<file path="src/rtl/route_compute_mesh_pkg.sv">
// Shared definitions for the mesh route-compute stage: flit type codes,
// one-hot output port constants and the packet-tracking FSM states.
package route_compute_mesh_pkg;

    // Flit type lives in the two most significant flit bits
    typedef enum logic [1:0] {
        FLIT_BODY   = 2'b00,
        FLIT_TAIL   = 2'b01,
        FLIT_HEAD   = 2'b10,
        FLIT_SINGLE = 2'b11
    } flit_type_e;

    // One-hot output port encoding {L,N,S,E,W} at bits [4:0]
    localparam logic [4:0] PORT_L    = 5'b10000;
    localparam logic [4:0] PORT_N    = 5'b01000;
    localparam logic [4:0] PORT_S    = 5'b00100;
    localparam logic [4:0] PORT_E    = 5'b00010;
    localparam logic [4:0] PORT_W    = 5'b00001;
    localparam logic [4:0] PORT_NONE = 5'b00000;

    typedef enum logic {
        ST_IDLE   = 1'b0,
        ST_LOCKED = 1'b1
    } rc_state_e;

endpackage

</file>
<file path="src/rtl/route_compute_mesh_route_select.sv">
// Combinational route selection: maps (cur, dst, neighbour stress) to a
// one-hot output port. Minimal adaptive routing between the two productive
// directions when ROUTE_ADAPTIVE_EN is defined, deterministic XY otherwise.
module route_select
    import route_compute_mesh_pkg::*;
#(
    parameter int X_W      = 2,
    parameter int Y_W      = 1,
    parameter int STRESS_W = 3
) (
    input  logic [X_W-1:0]      cur_x,
    input  logic [Y_W-1:0]      cur_y,
    input  logic [X_W-1:0]      dst_x,
    input  logic [Y_W-1:0]      dst_y,
    input  logic [STRESS_W-1:0] stress_e,
    input  logic [STRESS_W-1:0] stress_w,
    input  logic [STRESS_W-1:0] stress_n,
    input  logic [STRESS_W-1:0] stress_s,
    output logic [4:0]          port
);

    logic             dx_s;
    logic             dy_s;
    logic [4:0]       x_port_s;
    logic [4:0]       y_port_s;
    logic             pick_y_s;

`ifdef ROUTE_ADAPTIVE_EN
    logic [STRESS_W-1:0] x_stress_s;
    logic [STRESS_W-1:0] y_stress_s;

    // Stress of the productive X/Y neighbours; ties go to Y
    always_comb begin
        x_stress_s = (dst_x > cur_x) ? stress_e : stress_w;
        y_stress_s = (dst_y > cur_y) ? stress_s : stress_n;
        pick_y_s   = !(x_stress_s < y_stress_s);
    end
`else
    logic stress_sink_s;

    // XY routing never consults stress; the reduction only keeps the inputs referenced
    always_comb begin
        stress_sink_s = ^{stress_e, stress_w, stress_n, stress_s};
        pick_y_s      = stress_sink_s & 1'b0;
    end
`endif

    // Productive direction per axis, then final one-hot select
    always_comb begin
        dx_s     = (dst_x != cur_x);
        dy_s     = (dst_y != cur_y);
        x_port_s = (dst_x > cur_x) ? PORT_E : PORT_W;
        y_port_s = (dst_y > cur_y) ? PORT_S : PORT_N;
        case ({dx_s, dy_s})
            2'b00:   port = PORT_L;
            2'b10:   port = x_port_s;
            2'b01:   port = y_port_s;
            2'b11:   port = pick_y_s ? y_port_s : x_port_s;
            default: port = PORT_NONE;
        endcase
    end

endmodule

</file>
<file path="src/rtl/route_compute_mesh.sv">
// Mesh router route-compute stage: one-cycle registered pipeline that tags
// each flit with a one-hot output port. Heads lock a route for their packet;
// bodies/tails reuse it. Framing errors drop the flit and pulse err_o.
// Optional feature macro: ROUTE_ADAPTIVE_EN (minimal adaptive routing).
module route_compute_mesh
    import route_compute_mesh_pkg::*;
#(
    parameter int X_W      = 2,
    parameter int Y_W      = 1,
    parameter int DATA_W   = 32,
    parameter int STRESS_W = 3
) (
    input  logic                clk,
    input  logic                rst_n,
    input  logic [X_W-1:0]      cur_x,
    input  logic [Y_W-1:0]      cur_y,
    input  logic                in_valid,
    output logic                in_ready,
    input  logic [DATA_W-1:0]   in_data,
    input  logic [STRESS_W-1:0] stress_e,
    input  logic [STRESS_W-1:0] stress_w,
    input  logic [STRESS_W-1:0] stress_n,
    input  logic [STRESS_W-1:0] stress_s,
    output logic                out_valid,
    input  logic                out_ready,
    output logic [DATA_W-1:0]   out_data,
    output logic [4:0]          out_port,
    output logic                err_o
);

    rc_state_e         state_r;
    rc_state_e         next_state_s;
    logic [4:0]        route_q_r;
    logic [4:0]        next_route_s;
    logic [4:0]        route_s;
    logic [4:0]        sel_port_s;
    logic              legal_s;
    logic              accept_s;
    flit_type_e        ftype_s;
    logic              out_valid_r;
    logic [DATA_W-1:0] out_data_r;
    logic [4:0]        out_port_r;
    logic              err_r;

    route_select #(
        .X_W      (X_W),
        .Y_W      (Y_W),
        .STRESS_W (STRESS_W)
    ) u_route_select (
        .cur_x    (cur_x),
        .cur_y    (cur_y),
        .dst_x    (in_data[X_W-1:0]),
        .dst_y    (in_data[X_W+Y_W-1:X_W]),
        .stress_e (stress_e),
        .stress_w (stress_w),
        .stress_n (stress_n),
        .stress_s (stress_s),
        .port     (route_s)
    );

    assign in_ready  = !out_valid_r || out_ready;
    assign accept_s  = in_valid && in_ready;
    assign out_valid = out_valid_r;
    assign out_data  = out_data_r;
    assign out_port  = out_port_r;
    assign err_o     = err_r;

    // Framing check and next state/route for the flit currently offered
    always_comb begin
        ftype_s      = flit_type_e'(in_data[DATA_W-1:DATA_W-2]);
        legal_s      = 1'b0;
        next_state_s = state_r;
        next_route_s = route_q_r;
        sel_port_s   = PORT_NONE;
        case (state_r)
            ST_IDLE: begin
                case (ftype_s)
                    FLIT_HEAD: begin
                        legal_s      = 1'b1;
                        sel_port_s   = route_s;
                        next_route_s = route_s;
                        next_state_s = ST_LOCKED;
                    end
                    FLIT_SINGLE: begin
                        legal_s    = 1'b1;
                        sel_port_s = route_s;
                    end
                    default: legal_s = 1'b0;
                endcase
            end
            ST_LOCKED: begin
                case (ftype_s)
                    FLIT_BODY: begin
                        legal_s    = 1'b1;
                        sel_port_s = route_q_r;
                    end
                    FLIT_TAIL: begin
                        legal_s      = 1'b1;
                        sel_port_s   = route_q_r;
                        next_state_s = ST_IDLE;
                    end
                    default: legal_s = 1'b0;
                endcase
            end
            default: legal_s = 1'b0;
        endcase
    end

    // Pipeline register, FSM and error pulse; all frozen under backpressure
    always_ff @(posedge clk or negedge rst_n) begin
        if (!rst_n) begin
            state_r     <= ST_IDLE;
            route_q_r   <= PORT_NONE;
            out_valid_r <= 1'b0;
            out_data_r  <= '0;
            out_port_r  <= PORT_NONE;
            err_r       <= 1'b0;
        end else if (accept_s) begin
            state_r   <= next_state_s;
            route_q_r <= next_route_s;
            err_r     <= !legal_s;
            if (legal_s) begin
                out_valid_r <= 1'b1;
                out_data_r  <= in_data;
                out_port_r  <= sel_port_s;
            end else begin
                out_valid_r <= 1'b0;
            end
        end else begin
            err_r <= 1'b0;
            if (out_ready) begin
                out_valid_r <= 1'b0;
            end else begin
                out_valid_r <= out_valid_r;
            end
        end
    end

endmodule

</file>
<file path="config.mk">
export PLATFORM = sky130hd
export DESIGN_NAME = route_compute_mesh
export DESIGN_NICKNAME = d
export VERILOG_FILES = /design/src/rtl/route_compute_mesh_pkg.sv /design/src/rtl/route_compute_mesh_route_select.sv /design/src/rtl/route_compute_mesh.sv
export SDC_FILE = /design/constraint.sdc
export NUM_CORES = 1
export LEC_CHECK = 0
export BUFFER_PORTS_ARGS = -buffer_cell sky130_fd_sc_hd__buf_2
export CAP_MARGIN = 15
export CORE_ASPECT_RATIO = 0.6
export CORE_MARGIN = 2
export CORE_UTILIZATION = 42
export DETAILED_ROUTE_END_ITERATION = 6
export MAX_ROUTING_LAYER = met4
export PLACE_DENSITY_LB_ADDON = 0.15
export SLEW_MARGIN = 20
export SYNTH_ARGS = -nofsm -noshare
export SYNTH_HDL_FRONTEND = slang
export SYNTH_SLANG_ARGS = --single-unit
</file>
<file path="constraint.sdc">
create_clock -name clk -period 1.45 [get_ports clk]
set_input_delay 0.29 -clock clk [delete_from_list [all_inputs] [get_ports clk]]
set_output_delay 0.29 -clock clk [all_outputs]
set_load 0.01 [all_outputs]
</file>
==> flow_summary_export.csv <==
group,metric,value,unit
power_and_ir_drop,ir_drop,0.863,mV
floorplanning,dieArea,5580,um2
grt,grt_pass1_vias,1419,
worst_hold_path,hold_end,"out_data[29]$_DFFE_PN0P_",
route,top_layer_used,"met4",
timing,fin_crit_sh,1.06,
synth,synth_compound_area_frac,0.0694,
synth,ys.flop_type,"dfrtp_1",
power_and_ir_drop,power.internal,0.00308,W
floorplanning,start_util,0.447,
floorplanning,die_h,58.7,um
power_and_ir_drop,p_clk_frac,0.223,
timing,slew_headroom,0.816,
power_and_ir_drop,netSwitchingPower,0.00125,W
synth,ys_seq_elements,45,
grt,antenna_found_initial,0,
timing,layout_setup_ws,-92.7,ps
route,wl_met3,318,um
clock_tree,path_clk_slew,80,ps
cells_and_area,drive_gt1_frac,0.589,
worst_setup_path,cp_slowest_cell,"dfrtp_1",
worst_setup_path,critPathRequiredTime,1620,ps
floorplanning,coreArea,4680,um2
timing,final_max_slew_viol_count,0,
worst_setup_path,cpPeakStageDelay,380,ps
floorplanning,ios,91,
power_and_ir_drop,seqPwrFrac,0.426,
route,drt-met1-wl,2460,um
timing,rsz0062_at_grt,"yes",
timing,hold_violations,0,
route,drtIter0Drc,47,
synth,synth_top_area_cell,"dfrtp_1",
job,max_cap_violations,0,
synth,synth-edff-count,0,
placed_design,place_hpwl,3130,um
worst_setup_path,crit_chain,"and2b_2 -> o21ai_4 -> buf_12 -> clkbuf_16 -> mux2_4",
synth,yosysWarnings,0,
route,routedWlPerCell,14.8,um
clock_tree,h-tree-depth,2,
timing,period_minus_slack,1540,ps
worst_hold_path,hp-start,"in_data[29]",
worst_setup_path,r2r_slack,-90,ps
worst_setup_path,critPathKind,"flop to flop",
placed_design,gp_congestion,0.774,
power_and_ir_drop,p_sw_frac,0.289,
timing,finalSetupTns,-2020,ps
cells_and_area,fin_nets,299,
worst_hold_path,hold_depth,2,
grt,grt_overflow,0,
grt,gr-usage-all-layers,0.164,
clock_tree,cts_max_path_buffers,2,
clock_tree,clock_sinks,45,
timing,setup_viol,32,
synth,async_flop_share,1.00,
synth,synthTopCellsByArea,"dfrtp_1, mux2_4, buf_12",
timing,worst_pin_slew,273,ps
synth,seq_area_frac_synth,0.538,
placed_design,port_buffers,78,
status,violations,"negative setup slack",
worst_hold_path,min_path_type,"input port to flop",
route,ant_nets,0,
synth,syn_area,2090,um2
grt,grt_first_pass_wirelength,6780,um
synth,synth_fa_ha_area_frac,0.0179,
clock_tree,clock_latency,280,ps
route,wl,4590,um
floorplanning,fp.dieW,95.1,um
worst_setup_path,critPathCaptureType,"flop",
synth,post_synth_xor_area_fraction,0,
worst_setup_path,regToRegEndpoint,"out_data[8]$_DFFE_PN0P_",
worst_setup_path,worstPathArrival,1710,ps
cells_and_area,num-fill-cells,405,
cells_and_area,seq_area,1130,um2
synth,synthMuxAreaShare,0.230,
synth,syn_area_per_cell,14.2,um2
route,viasPerCell,4.76,
synth,synth_top_family_by_area,"multiplexers",
cells_and_area,mostFrequentLayoutCell,"buf_2",
worst_setup_path,r2r_start,"state_r$_DFFE_PN0P_",
route,wl_met2,1800,um
cells_and_area,diodes,0,
clock_tree,cts_buffers,5,
cells_and_area,area_growth,35.6,%
synth,synth_nets,201,
grt,grt_max_degree,46,
power_and_ir_drop,combinationalPowerShare,0.351,
route,dr_total_vias,1471,
worst_setup_path,startpoint_type,"flop",
worst_setup_path,cp_max_fo,11,
timing,timing.fmax,0.648,GHz
power_and_ir_drop,leakagePower,1.51,nW
floorplanning,core.rowCount,19,
synth,synthDominantCellAreaShare,0.538,
synth,synth_simple_gate_area_share,0.0933,
timing,finClkSkew,4.53,ps
synth,synthCells,147,
route,route.detailed.drc,0,
timing,whs,225,ps
status,outcome,"finished, violations left",
power_and_ir_drop,powerDensity,1530,nW/um2
worst_setup_path,reg2reg_depth,5,
cells_and_area,multi_input_area,875,um2
clock_tree,root_buffer,"clkbuf_8",
synth,synth_cell_type_count,31,
cells_and_area,final_cell_mix,"buf_2, dfrtp_1, mux2_4",
clock_tree,cts_tree,"yes",
route,firstDrtPassIters,4,
==> worst max-delay path by stage <==
stage | depth (start not counted) | slack, ps | start | to
6_report | 5 | -90 | state_r$_DFFE_PN0P_ | out_data[8]$_DFFE_PN0P_
5_1_grt | 5 | -140 | state_r$_DFFE_PN0P_ | out_data[9]$_DFFE_PN0P_
4_1_cts | 4 | -90 | state_r$_DFFE_PN0P_ | out_data[25]$_DFFE_PN0P_
3_5_place_dp | 7 | -110 | in_data[0] | out_port[3]$_DFFE_PN0P_
3_3_place_gp | 7 | -100 | in_data[0] | out_port[3]$_DFFE_PN0P_
2_1_floorplan | 7 | -120 | out_valid$_DFFE_PN0P_ | out_data[0]$_DFFE_PN0P_
==> stage by stage <==
step / power (W) / setup WS, ps / cell area [um2] / utilization / cells
2_1_floorplan: 0.00274 / -117 / 2090 / - / 147
3_3_place_gp: 0.00328 / -95.4 / 2600 / 0.556 / 295
3_5_place_dp: 0.00330 / -112 / 2600 / 0.556 / 295
4_1_cts: 0.00428 / -90.6 / 2730 / 0.583 / 304
5_1_grt: 0.00461 / -142 / 2840 / 0.606 / 309
6_report: 0.00433 / -92.7 / 2840 / 0.606 / 309
==> cell families (layout without fill, tap and decap cells) <==
group | Yosys count | in the layout
flip-flops | 45 | 45
multiplexers | 33 | 33
adder cells (fa/ha/maj) | 3 | 3
buffers and inverters | 11 | 110
AO/OA/AOI/OAI | 22 | 22
AND/OR/NAND/NOR | 33 | 33
==> sequential cells by signal, indices dropped and copies added, names as in the netlist <==
signal	flops
out_data	32
out_port	5
err_o	1
state_r	1
out_valid	1
route_q_r	5
==> metal layers <==
metal  GRT usage  up-vias
met5           -        -
met4      0.0248        0
met3      0.0461        2
met2       0.222       55
met1       0.248      698
li1            -      716
==> worst max-delay path, delay by kind of cell, from the launching register on <==
kind / cells / cell delay [ps]
AOI/OAI and AO/OA: 1 / 160
and+or+nand+nor: 1 / 260
DFF: 1 / 380
buffers and inverters: 2 / 330
muxes: 1 / 300
==> repair_timing <==
item / 4_1_cts / 5_1_grt
endpoints found under the setup margin: 30 / 36
hold buffers: 1 / 0
gates resized for setup: 0 / 9
hold endpoints to repair: 45 / 0
pin swaps: 0 / 2
cloned: 0 / 2
buffers inserted: 0 / 3
==> Yosys cell counts (3+ instances only) <==
master / n
inv_1: 3
nor3_1: 5
nand2b_1: 4
ha_1: 3
mux2_2: 4
nand2_1: 11
dfrtp_1: 45
a31oi_1: 4
o21ai_0: 7
buf_12: 3
a21oi_1: 4
mux2_4: 29
==> area by class of cell <==
type	instances	share of cell area
sequential	45	0.397
multi-input combinational	91	0.308
inverter	3	0.00397
timing repair buffer	99	0.222
clock buffer	7	0.0304
clock inverter	1	0.0106
tap	63	0.0278
==> power groups by stage <==
stage / Clock, W / Sequential (W) / Combinational, W
after floorplan: 0 / 0.00202 / 0.000726
after global placement: 0 / 0.00185 / 0.00143
after detailed placement: 0 / 0.00186 / 0.00144
after CTS: 0.000990 / 0.00184 / 0.00145
after global routing: 0.00106 / 0.00190 / 0.00164
final: 0.000967 / 0.00184 / 0.00152
Note: power is estimated with default switching activity, not from simulation.
